## src/rtl/calyx_math_pkg.sv

```systemverilog
`default_nettype none
// +--------------------------------------------------------------------+
// | calyx_math_pkg : shared types and helpers for the fixed-point math  |
// | Revision: 1.0                                                       |
// +--------------------------------------------------------------------+
package calyx_math_pkg;

  typedef enum logic [1:0] {
    IDLE = 2'd0,
    RUN  = 2'd1,
    DONE = 2'd2
  } fp_div_state_t;

  // Counter width able to hold 0 .. n-1, never narrower than one bit.
  function automatic int unsigned fp_div_cnt_width(input int unsigned n);
    return (n <= 2) ? 1 : $clog2(n);
  endfunction

endpackage
`default_nettype wire

```

## src/rtl/fp_div_step.sv

```systemverilog
`default_nettype none
// +--------------------------------------------------------------------+
// | fp_div_step : one restoring-division compare/subtract/shift step    |
// | Revision: 1.0                                                       |
// +--------------------------------------------------------------------+
module fp_div_step #(
  parameter int WIDTH = 32
) (
  input  logic [WIDTH-1:0] rem_i,
  input  logic             bit_i,
  input  logic [WIDTH-1:0] divisor_i,
  input  logic [WIDTH-1:0] quot_i,
  output logic [WIDTH-1:0] rem_o,
  output logic [WIDTH-1:0] quot_o
);

  // The trial value is one bit wider than the divisor so the compare cannot overflow.
  logic [WIDTH:0] trial;
  logic           fits;

  always_comb begin
    trial  = {rem_i, bit_i};
    fits   = (trial >= {1'b0, divisor_i});
    rem_o  = fits ? WIDTH'(trial - {1'b0, divisor_i}) : trial[WIDTH-1:0];
    quot_o = WIDTH'({quot_i, fits});
  end

endmodule
`default_nettype wire

```

## src/rtl/fp_div_seq.sv

```systemverilog
`default_nettype none
// +--------------------------------------------------------------------+
// | fp_div_seq : sequential unsigned fixed-point restoring divider      |
// | Revision: 1.0                                                       |
// +--------------------------------------------------------------------+
module fp_div_seq
  import calyx_math_pkg::*;
#(
  parameter int WIDTH      = 32,
  parameter int INT_WIDTH  = 16,
  parameter int FRAC_WIDTH = 16
) (
  input  logic             clk,
  input  logic             reset,
  input  logic             go,
  input  logic [WIDTH-1:0] left,
  input  logic [WIDTH-1:0] right,
  output logic [WIDTH-1:0] out_quotient,
  output logic [WIDTH-1:0] out_remainder,
  output logic             div_by_zero,
  output logic             done
);

  localparam int            ITERATIONS = WIDTH + FRAC_WIDTH;
  localparam int            CW         = fp_div_cnt_width(ITERATIONS);
  localparam logic [CW-1:0] LAST       = CW'(ITERATIONS - 1);

  if (INT_WIDTH + FRAC_WIDTH != WIDTH) begin : g_bad_cfg
    $error("fp_div_seq: INT_WIDTH + FRAC_WIDTH must equal WIDTH");
  end

  fp_div_state_t           state_q;
  logic [CW-1:0]           cnt_q;
  logic [ITERATIONS-1:0]   dvd_q;
  logic [WIDTH-1:0]        rhs_q;
  logic [WIDTH-1:0]        rem_q;
  logic [WIDTH-1:0]        quot_q;
  logic [WIDTH-1:0]        step_rem_d;
  logic [WIDTH-1:0]        step_quot_d;

  fp_div_step #(.WIDTH(WIDTH)) u_step (
    .rem_i     (rem_q),
    .bit_i     (dvd_q[ITERATIONS-1]),
    .divisor_i (rhs_q),
    .quot_i    (quot_q),
    .rem_o     (step_rem_d),
    .quot_o    (step_quot_d)
  );

  always_ff @(posedge clk or negedge reset) begin
    if (!reset) begin
      state_q       <= IDLE;
      cnt_q         <= '0;
      dvd_q         <= '0;
      rhs_q         <= '0;
      rem_q         <= '0;
      quot_q        <= '0;
      out_quotient  <= '0;
      out_remainder <= '0;
      div_by_zero   <= 1'b0;
      done          <= 1'b0;
    end else begin
      done <= 1'b0;
      case (state_q)
        IDLE: begin
          if (go) begin
            // Dividend is left scaled by 2^FRAC_WIDTH; bits leave MSB first.
            dvd_q  <= ITERATIONS'(left) << FRAC_WIDTH;
            rhs_q  <= right;
            rem_q  <= '0;
            quot_q <= '0;
            cnt_q  <= '0;
            if (right == '0) begin
              out_quotient  <= '1;
              out_remainder <= left;
              div_by_zero   <= 1'b1;
              state_q       <= DONE;
            end else begin
              state_q <= RUN;
            end
          end
        end
        RUN: begin
          rem_q  <= step_rem_d;
          quot_q <= step_quot_d;
          dvd_q  <= dvd_q << 1;
          cnt_q  <= cnt_q + CW'(1);
          if (cnt_q == LAST) begin
            out_quotient  <= step_quot_d;
            out_remainder <= step_rem_d;
            div_by_zero   <= 1'b0;
            state_q       <= DONE;
          end
        end
        DONE: begin
          done    <= 1'b1;
          state_q <= IDLE;
        end
        default: state_q <= IDLE;
      endcase
    end
  end

endmodule
`default_nettype wire
```

## config.mk

```make
export PLATFORM = sky130hd
export DESIGN_NAME = fp_div_seq
export DESIGN_NICKNAME = d
export VERILOG_FILES = /design/src/rtl/calyx_math_pkg.sv /design/src/rtl/fp_div_step.sv /design/src/rtl/fp_div_seq.sv
export SDC_FILE = /design/constraint.sdc
export NUM_CORES = 1
export LEC_CHECK = 0
export BUFFER_PORTS_ARGS = -buffer_cell sky130_fd_sc_hd__buf_4
export CAP_MARGIN = 20
export CORE_MARGIN = 2
export CORE_UTILIZATION = 51
export DETAILED_ROUTE_END_ITERATION = 7
export PLACE_DENSITY = 0.75
export RECOVER_POWER = 50
export SLEW_MARGIN = 20
export SYNTH_ARGS = -nofsm -noshare
export SYNTH_HDL_FRONTEND = slang
export SYNTH_SLANG_ARGS = --single-unit
```

## constraint.sdc

```tcl
create_clock -name clk -period 2.9 [get_ports clk]
set_input_delay 0.145 -clock clk [delete_from_list [all_inputs] [get_ports clk]]
set_output_delay 0.145 -clock clk [all_outputs]
set_load 0.1 [all_outputs]
```

==> results.yml, run 1 <==
floorplanning:
  rows: 51
  initial_core_util: 0.523
  chipHeight_um: 146
  floorplan.io_pins: 133
  core_sq_um: 19600
  die_w_um: 146
  die_area_sq_um: 21200
power:
  powerDensity_nw_per_um2: 1240
  ir_drop_worst_case_vdd_mv: 0.805
  power.leakage_nw: 6.67
timing:
  report.final.hold_viol_count: 0
  post-route-min-period_ps: 3110
  fmax_mhz: 322
  worst_slew_margin_rel: 0.0261
  final-setup-viol-count: 45
  fin_worst_skew_ps: 15.0
  drv_slew: 0
  final.hold.worst_slack_ps: 34.3
  layout_setup_ws_ps: -207
  period_share: 1.07
  setup_repair_after_global_routing_missed_its_margin: "yes"
  worst_slew_pin_slew_ps: 1460
drt:
  drtIter0Drc: 712
  postRouteWirelength_um: 31200
  avgRoutedWirePerCell_um: 18.1
  drt.antenna.violating_nets: 0
  route.detailed.drc: 0
  dr.pass1.iters: 5
  route.vias.total: 9930
  route.detailed.vias_per_inst: 5.75
synth:
  synth.net_count: 1251
  seq_area_frac_synth: 0.491
  postSynthCellCount: 1150
  mappedNetlistArea_sq_um: 10200
  synth_area_per_cell_sq_um: 8.90
  synth-async-reset-ratio: 1.00
  synth-edff-count: 0
  synth_warnings: 0
  yosys_register_bits: 201
  ys.flop_type: "sky130_fd_sc_hd__dfrtp_1"
  yosysUniqueCellTypes: 56
critical_path:
  critical-path-top-cell-by-count: "sky130_fd_sc_hd__or4_4"
  critical_path_class: "reg2reg"
  regToRegSetupSlack_ps: -210
  worstSetupStartpointType: "register"
  critPathMaxStageDelay_ps: 510
  critical_path.slowest_cell: "sky130_fd_sc_hd__or4_4"
  worstRegToRegCells: 11
  worst-path-max-fanout: 10
  critPathArrivalTime_ps: 3570
  critPathRequiredTime_ps: 3360
  r2r-end: "out_remainder[6]"
  crit_path_cell_trace: "ha_1, nand2_1, or4_4, or4_4, a21oi_4, nor3_4, o211a_4, buf_12, mux2i_4, a211oi_1, a21o_1"
  worst_setup_path_end_kind: "register"
  timing.rr.start: "rem_q[2]"
finish:
  fin_util: 0.727
  fin_cells: 1728
  syn2layout_area_growth_pct: 39.2
  fin_area_sq_um: 14300
  antenna_cells: 0
  most-common-layout-cells: "262 x sky130_fd_sc_hd__buf_4, 218 x sky130_fd_sc_hd__nand2_1, 200 x sky130_fd_sc_hd__dfrtp_1"
  final_layout_size_suffix_gt1_frac: 0.259
  layout.cells.most_common: "sky130_fd_sc_hd__buf_4"
  final_nets: 1550
placement:
  post_dp_cell_area_sq_um: 12400
  detailedPlacementHpwl_um: 20400
  gpl.final_weighted_congestion: 0.959
  buffer_ports.inserted: 132
  place.detailed.instances: 1614
clock_tree:
  clock-sinks: 201
  numCtsBuffers: 23
  htreeDepth: 1
  clockRootBuffer: "sky130_fd_sc_hd__clkbuf_16"
  cts_tree: "built"
  clock_path_buffers: 3
  cts.clk_slew.worst_paths_ps: 60
  worst_skew_late_latency_ps: 520
status:
  failed_checks: "setup timing"
  outcome: "finished with violations"
worst_hold_path:
  min_delay_worst_endpoint: "dvd_q[34]"
  hold_path.class: "in2reg"
  hold_start: "left[18]"
  hold_depth: 3
global_routing:
  grt_first_pass_wirelength_um: 49400
  antenna_found_initial: 0
  via_count_of_the_first_global_routing_pass: 9756
  groute.usage.overall: 0.285
  grt_overflow_total: 0
  grt_max_degree: 95
run:
  drv_cap: 0
kinds of logic after synthesis:
logic type	after synthesis	share of synthesized area
AOI/OAI and AO/OA	370	0.218
xor gates and xnor gates	27	0.0231
muxes	25	0.0246
DFF	201	0.491
adders and majority gates	34	0.0423
and+or+nand+nor	370	0.154
buffers and inverters	123	0.0473
routing by layer:
metal | share of wire | global-route usage | wire length, um | vias up
li1 | - | - | - | 4612
met1 | 0.42 | 0.384 | 13000 | 4838
met2 | 0.48 | 0.475 | 15000 | 395
met3 | 0.061 | 0.0351 | 1920 | 85
met4 | 0.039 | 0.105 | 1230 | 0
met5 | 0 | 0 | 0 | -
final cells by class:
type                            instances  area [sq um]
Fill cell                            1406          5340
Multi-Input combinational cell        827          5260
Sequential cell                       201          5030
Timing Repair Buffer                  348          2720
Clock buffer                           32           649
Tap cell                              265           332
Inverter                               48           180
Clock inverter                          7          78.8
metrics by stage:
step	setup TNS [ps]	power (mW)	setup slack, ps
finish	-4270	17.7	-207
detailed placement	-13680	13.3	-367
floorplan	0	10.2	0.915
CTS	-1580	16.9	-130
global placement	-8030	13.2	-252
global route	-7710	18.6	-270
synth_stat cells, types with 3 or more instances:
master	instances	area [sq um]
sky130_fd_sc_hd__a211oi_1	22	165
sky130_fd_sc_hd__a21o_1	30	225
sky130_fd_sc_hd__a21oi_1	81	405
sky130_fd_sc_hd__a22o_1	5	43.8
sky130_fd_sc_hd__a22oi_1	31	233
sky130_fd_sc_hd__a31oi_1	4	25.0
sky130_fd_sc_hd__and2_1	3	18.8
sky130_fd_sc_hd__and3_1	5	31.3
sky130_fd_sc_hd__buf_1	12	45.0
sky130_fd_sc_hd__buf_2	6	30.0
sky130_fd_sc_hd__clkbuf_1	55	206
sky130_fd_sc_hd__dfrtp_1	201	5030
sky130_fd_sc_hd__ha_1	33	413
sky130_fd_sc_hd__inv_1	48	180
sky130_fd_sc_hd__mux2i_1	24	240
sky130_fd_sc_hd__nand2_1	218	818
sky130_fd_sc_hd__nand2b_1	7	43.8
sky130_fd_sc_hd__nand3_1	18	90.1
sky130_fd_sc_hd__nand4_1	10	62.6
sky130_fd_sc_hd__nor2_1	73	274
sky130_fd_sc_hd__nor2b_1	6	37.5
sky130_fd_sc_hd__nor3_1	9	45.0
sky130_fd_sc_hd__nor4_1	9	56.3
sky130_fd_sc_hd__o211ai_1	7	52.6
sky130_fd_sc_hd__o21a_1	10	75.1
sky130_fd_sc_hd__o21ai_0	146	731
sky130_fd_sc_hd__o21ai_1	3	15.0
sky130_fd_sc_hd__o21bai_1	7	52.6
sky130_fd_sc_hd__o22a_1	3	26.3
sky130_fd_sc_hd__o22ai_1	3	18.8
sky130_fd_sc_hd__or3_1	4	25.0
sky130_fd_sc_hd__xnor2_1	17	149
sky130_fd_sc_hd__xor2_1	10	87.6
critical path, delay by kind of cell (launching register included):
family	cells	cell delay, ps
and+or+nand+nor	4	1150
adders and majority gates	1	330
muxes	1	200
AOI/OAI and AO/OA	4	750
DFF	1	420
buffers and inverters	1	180
state kept, by name, summed over array words and instances, names as in the netlist:
name and count:
dvd_q 32, out_quotient 32, out_remainder 32, rem_q 32, rhs_q 32, quot_q 31, cnt_q 6, state_q 2
div_by_zero 1, done 1
what timing repair did:
| action | in CTS | in global routing |
|---|---|---|
| buffers inserted | 4 | 8 |
| endpoints found under the setup margin | 65 | 65 |
| hold endpoints to repair | 126 | 0 |
| cloned | 1 | 0 |
| pin swaps | 14 | 17 |
| hold buffers | 63 | 0 |
| resized for setup | 46 | 49 |
report_power, final:
group / total [mW] / internal (mW) / switching (mW)
registers: 4.29 / 3.65 / 0.636
logic: 10.6 / 4.23 / 6.33
clock network: 2.82 / 1.66 / 1.17
total: 17.7 / 9.54 / 8.13
worst max-delay path by stage:
stage / from / endpoint / slack [ps] / depth (start not counted)
2_1_floorplan: rem_q[14] / out_remainder[29] / 0.9 / 11
3_3_place_gp: rem_q[13] / out_remainder[1] / -250 / 11
3_5_place_dp: rem_q[13] / out_remainder[3] / -370 / 11
4_1_cts: rem_q[1] / out_remainder[29] / -130 / 10
5_1_grt: rem_q[2] / out_remainder[6] / -270 / 11
6_report: rem_q[2] / out_remainder[6] / -210 / 11
Power figures use the tool's default switching activity.
==> inputs of run 2 (changes only) <==
--- a/config.mk
+++ b/config.mk
@@ -8,9 +8,8 @@
 export BUFFER_PORTS_ARGS = -buffer_cell sky130_fd_sc_hd__buf_4
 export CAP_MARGIN = 20
 export CORE_MARGIN = 2
-export CORE_UTILIZATION = 51
+export CORE_UTILIZATION = 26
 export DETAILED_ROUTE_END_ITERATION = 7
-export PLACE_DENSITY = 0.75
 export RECOVER_POWER = 50
 export SLEW_MARGIN = 20
 export SYNTH_ARGS = -nofsm -noshare
==> run 2 against run 1 <==
Compared with the run above:
- the flow finishes with violations (capacitance limit, slew limit, setup timing)
- via count fell by 4.8%
- sequential share of layout area fell by 1.2 points
- power rose by 0.82%
- fmax rose by 3.0%
- utilization fell by 35 points
- critical endpoint is now out_remainder[29]
- largest cell class unchanged
==> results.yml, run 2 (same netlist as run 1, synthesis figures left out) <==
timing:
  final-setup-viol-count: 31
  report.final.hold_viol_count: 0
  setup_repair_after_global_routing_missed_its_margin: "yes"
  period_share: 1.04
  fin_worst_skew_ps: 8.87
  drv_slew: 71
  worst_slew_margin_rel: -0.280
  fmax_mhz: 332
  post-route-min-period_ps: 3020
  layout_setup_ws_ps: -116
  worst_slew_pin_slew_ps: 1920
floorplanning:
  rows: 72
  die_w_um: 202
  chipHeight_um: 202
  initial_core_util: 0.264
  floorplan.io_pins: 133
  core_sq_um: 38700
  die_area_sq_um: 41000
global_routing:
  groute.usage.overall: 0.156
  grt_first_pass_wirelength_um: 51300
  antenna_found_initial: 0
  gr-usage-met3: 0.0274
  grt_max_usage_layer: "met2"
  grt_overflow_total: 0
  met2_usage: 0.283
  grt_max_degree: 95
  grt.met1_usage: 0.192
  via_count_of_the_first_global_routing_pass: 9544
clock_tree:
  cts.clk_slew.worst_paths_ps: 60
  htreeDepth: 1
  clock-sinks: 201
  clock_path_buffers: 3
  clockRootBuffer: "sky130_fd_sc_hd__clkbuf_16"
  numCtsBuffers: 23
  cts_tree: "built"
  worst_skew_late_latency_ps: 510
critical_path:
  crit_path_cell_trace: "ha_4, nand3_1, or4_4, or4_4, a21oi_2, nor3_2, o211a_4, nand2b_4, or3b_4, a32oi_2"
  worst-path-max-fanout: 4
  regToRegSetupSlack_ps: -120
  critical-path-top-cell-by-count: "sky130_fd_sc_hd__or4_4"
  worstSetupStartpointType: "register"
  critPathMaxStageDelay_ps: 540
  critical_path_class: "reg2reg"
  critPathRequiredTime_ps: 3330
  critical_path.slowest_cell: "sky130_fd_sc_hd__or4_4"
  critPathArrivalTime_ps: 3440
  path_delay_family: "simple AND/OR/NAND/NOR gates"
  worst_setup_path_end_kind: "register"
  critical_path.n_buffers_inverters: 0
finish:
  final_layout_size_suffix_gt1_frac: 0.272
  syn2layout_area_growth_pct: 43.9
  final_nets: 1546
  fin_cells: 1977
  antenna_cells: 0
  layout.cells.most_common: "sky130_fd_sc_hd__buf_4"
  fin_area_sq_um: 14700
  most-common-layout-cells: "257 x sky130_fd_sc_hd__buf_4, 217 x sky130_fd_sc_hd__nand2_1, 201 x sky130_fd_sc_hd__dfrtp_1"
placement:
  place_worst_setup_slack_ps: -327
  buffer_ports.inserted: 132
  post_dp_cell_area_sq_um: 12700
  place.detailed.instances: 1857
  gpl.final_weighted_congestion: 0.937
  detailedPlacementHpwl_um: 23100
status:
  outcome: "finished with violations"
  failed_checks: "capacitance limit, slew limit, setup timing"
run:
  drv_cap: 1
worst_hold_path:
  hold_path.class: "in2reg"
drt:
  postRouteWirelength_um: 32400
  avgRoutedWirePerCell_um: 16.4
  route.vias.total: 9452
  route.detailed.drc: 0
  drtIter0Drc: 448
  route.detailed.vias_per_inst: 4.78
  dr.pass1.iters: 5
  drt.antenna.violating_nets: 0
power:
  ir_drop_worst_case_vdd_mv: 0.722
  power.leakage_nw: 6.71
  powerDensity_nw_per_um2: 1210
run 2: report_power, final:
part	switching, mW	internal [mW]
combinational	6.38	4.40
clock	1.12	1.65
sequential	0.622	3.65
total	8.12	9.70
run 2: worst min-delay path, delay by kind of cell:
| kind | cells | cell delay [ps] |
|---|---|---|
| AOI/OAI and AO/OA | 2 | 230 |
| buffers and inverters | 1 | 100 |
| and+or+nand+nor | 1 | 70 |
run 2: layout make-up:
| type | instances | area (sq um) |
|---|---|---|
| Clock buffer | 35 | 661 |
| Clock inverter | 4 | 45.0 |
| Fill cell | 3921 | 24000 |
| Inverter | 48 | 180 |
| Multi-Input combinational cell | 827 | 5390 |
| Sequential cell | 201 | 5030 |
| Tap cell | 518 | 648 |
| Timing Repair Buffer | 344 | 2780 |
run 2: metrics by stage:
step / power (mW) / hold slack, ps / util / TNS [ps]
after floorplan: 10.2 / -151 / - / 0
after global placement: 13.4 / 207 / 0.327 / -5940
after detailed placement: 13.5 / 224 / 0.327 / -10720
after CTS: 17.4 / 36.4 / 0.376 / -741
after global routing: 19.0 / 71.8 / 0.380 / -4410
final: 17.8 / 64.5 / 0.380 / -1680
run 2: timing repair:
item / 4_1_cts / 5_1_grt
hold buffers: 64 / 0
setup endpoints to repair: 64 / 65
resized for setup: 82 / 40
setup buffers: 11 / 5
pin swaps: 32 / 28
cloned: 2 / 0
hold endpoints to repair: 136 / 0
run 2: layer usage:
metal	part of all wire	vias up
li1	-	4599
met1	0.42	4609
met2	0.51	203
met3	0.042	41
met4	0.022	0
met5	0	-
run 2: path summary, 6_finish.rpt:
| kind | start | to | cells past startpoint |
|---|---|---|---|
| setup / recovery | rem_q[4] | out_remainder[29] | 10 |
| hold / removal | left[30] | dvd_q[46] | 4 |
| setup reg to reg | rem_q[4] | out_remainder[29] | 10 |
| hold reg to reg | out_quotient[8] | out_quotient[8] | 2 |
| max in group asynchronous | reset | out_quotient[20] | 3 |
| min in group asynchronous | reset | out_quotient[1] | 2 |
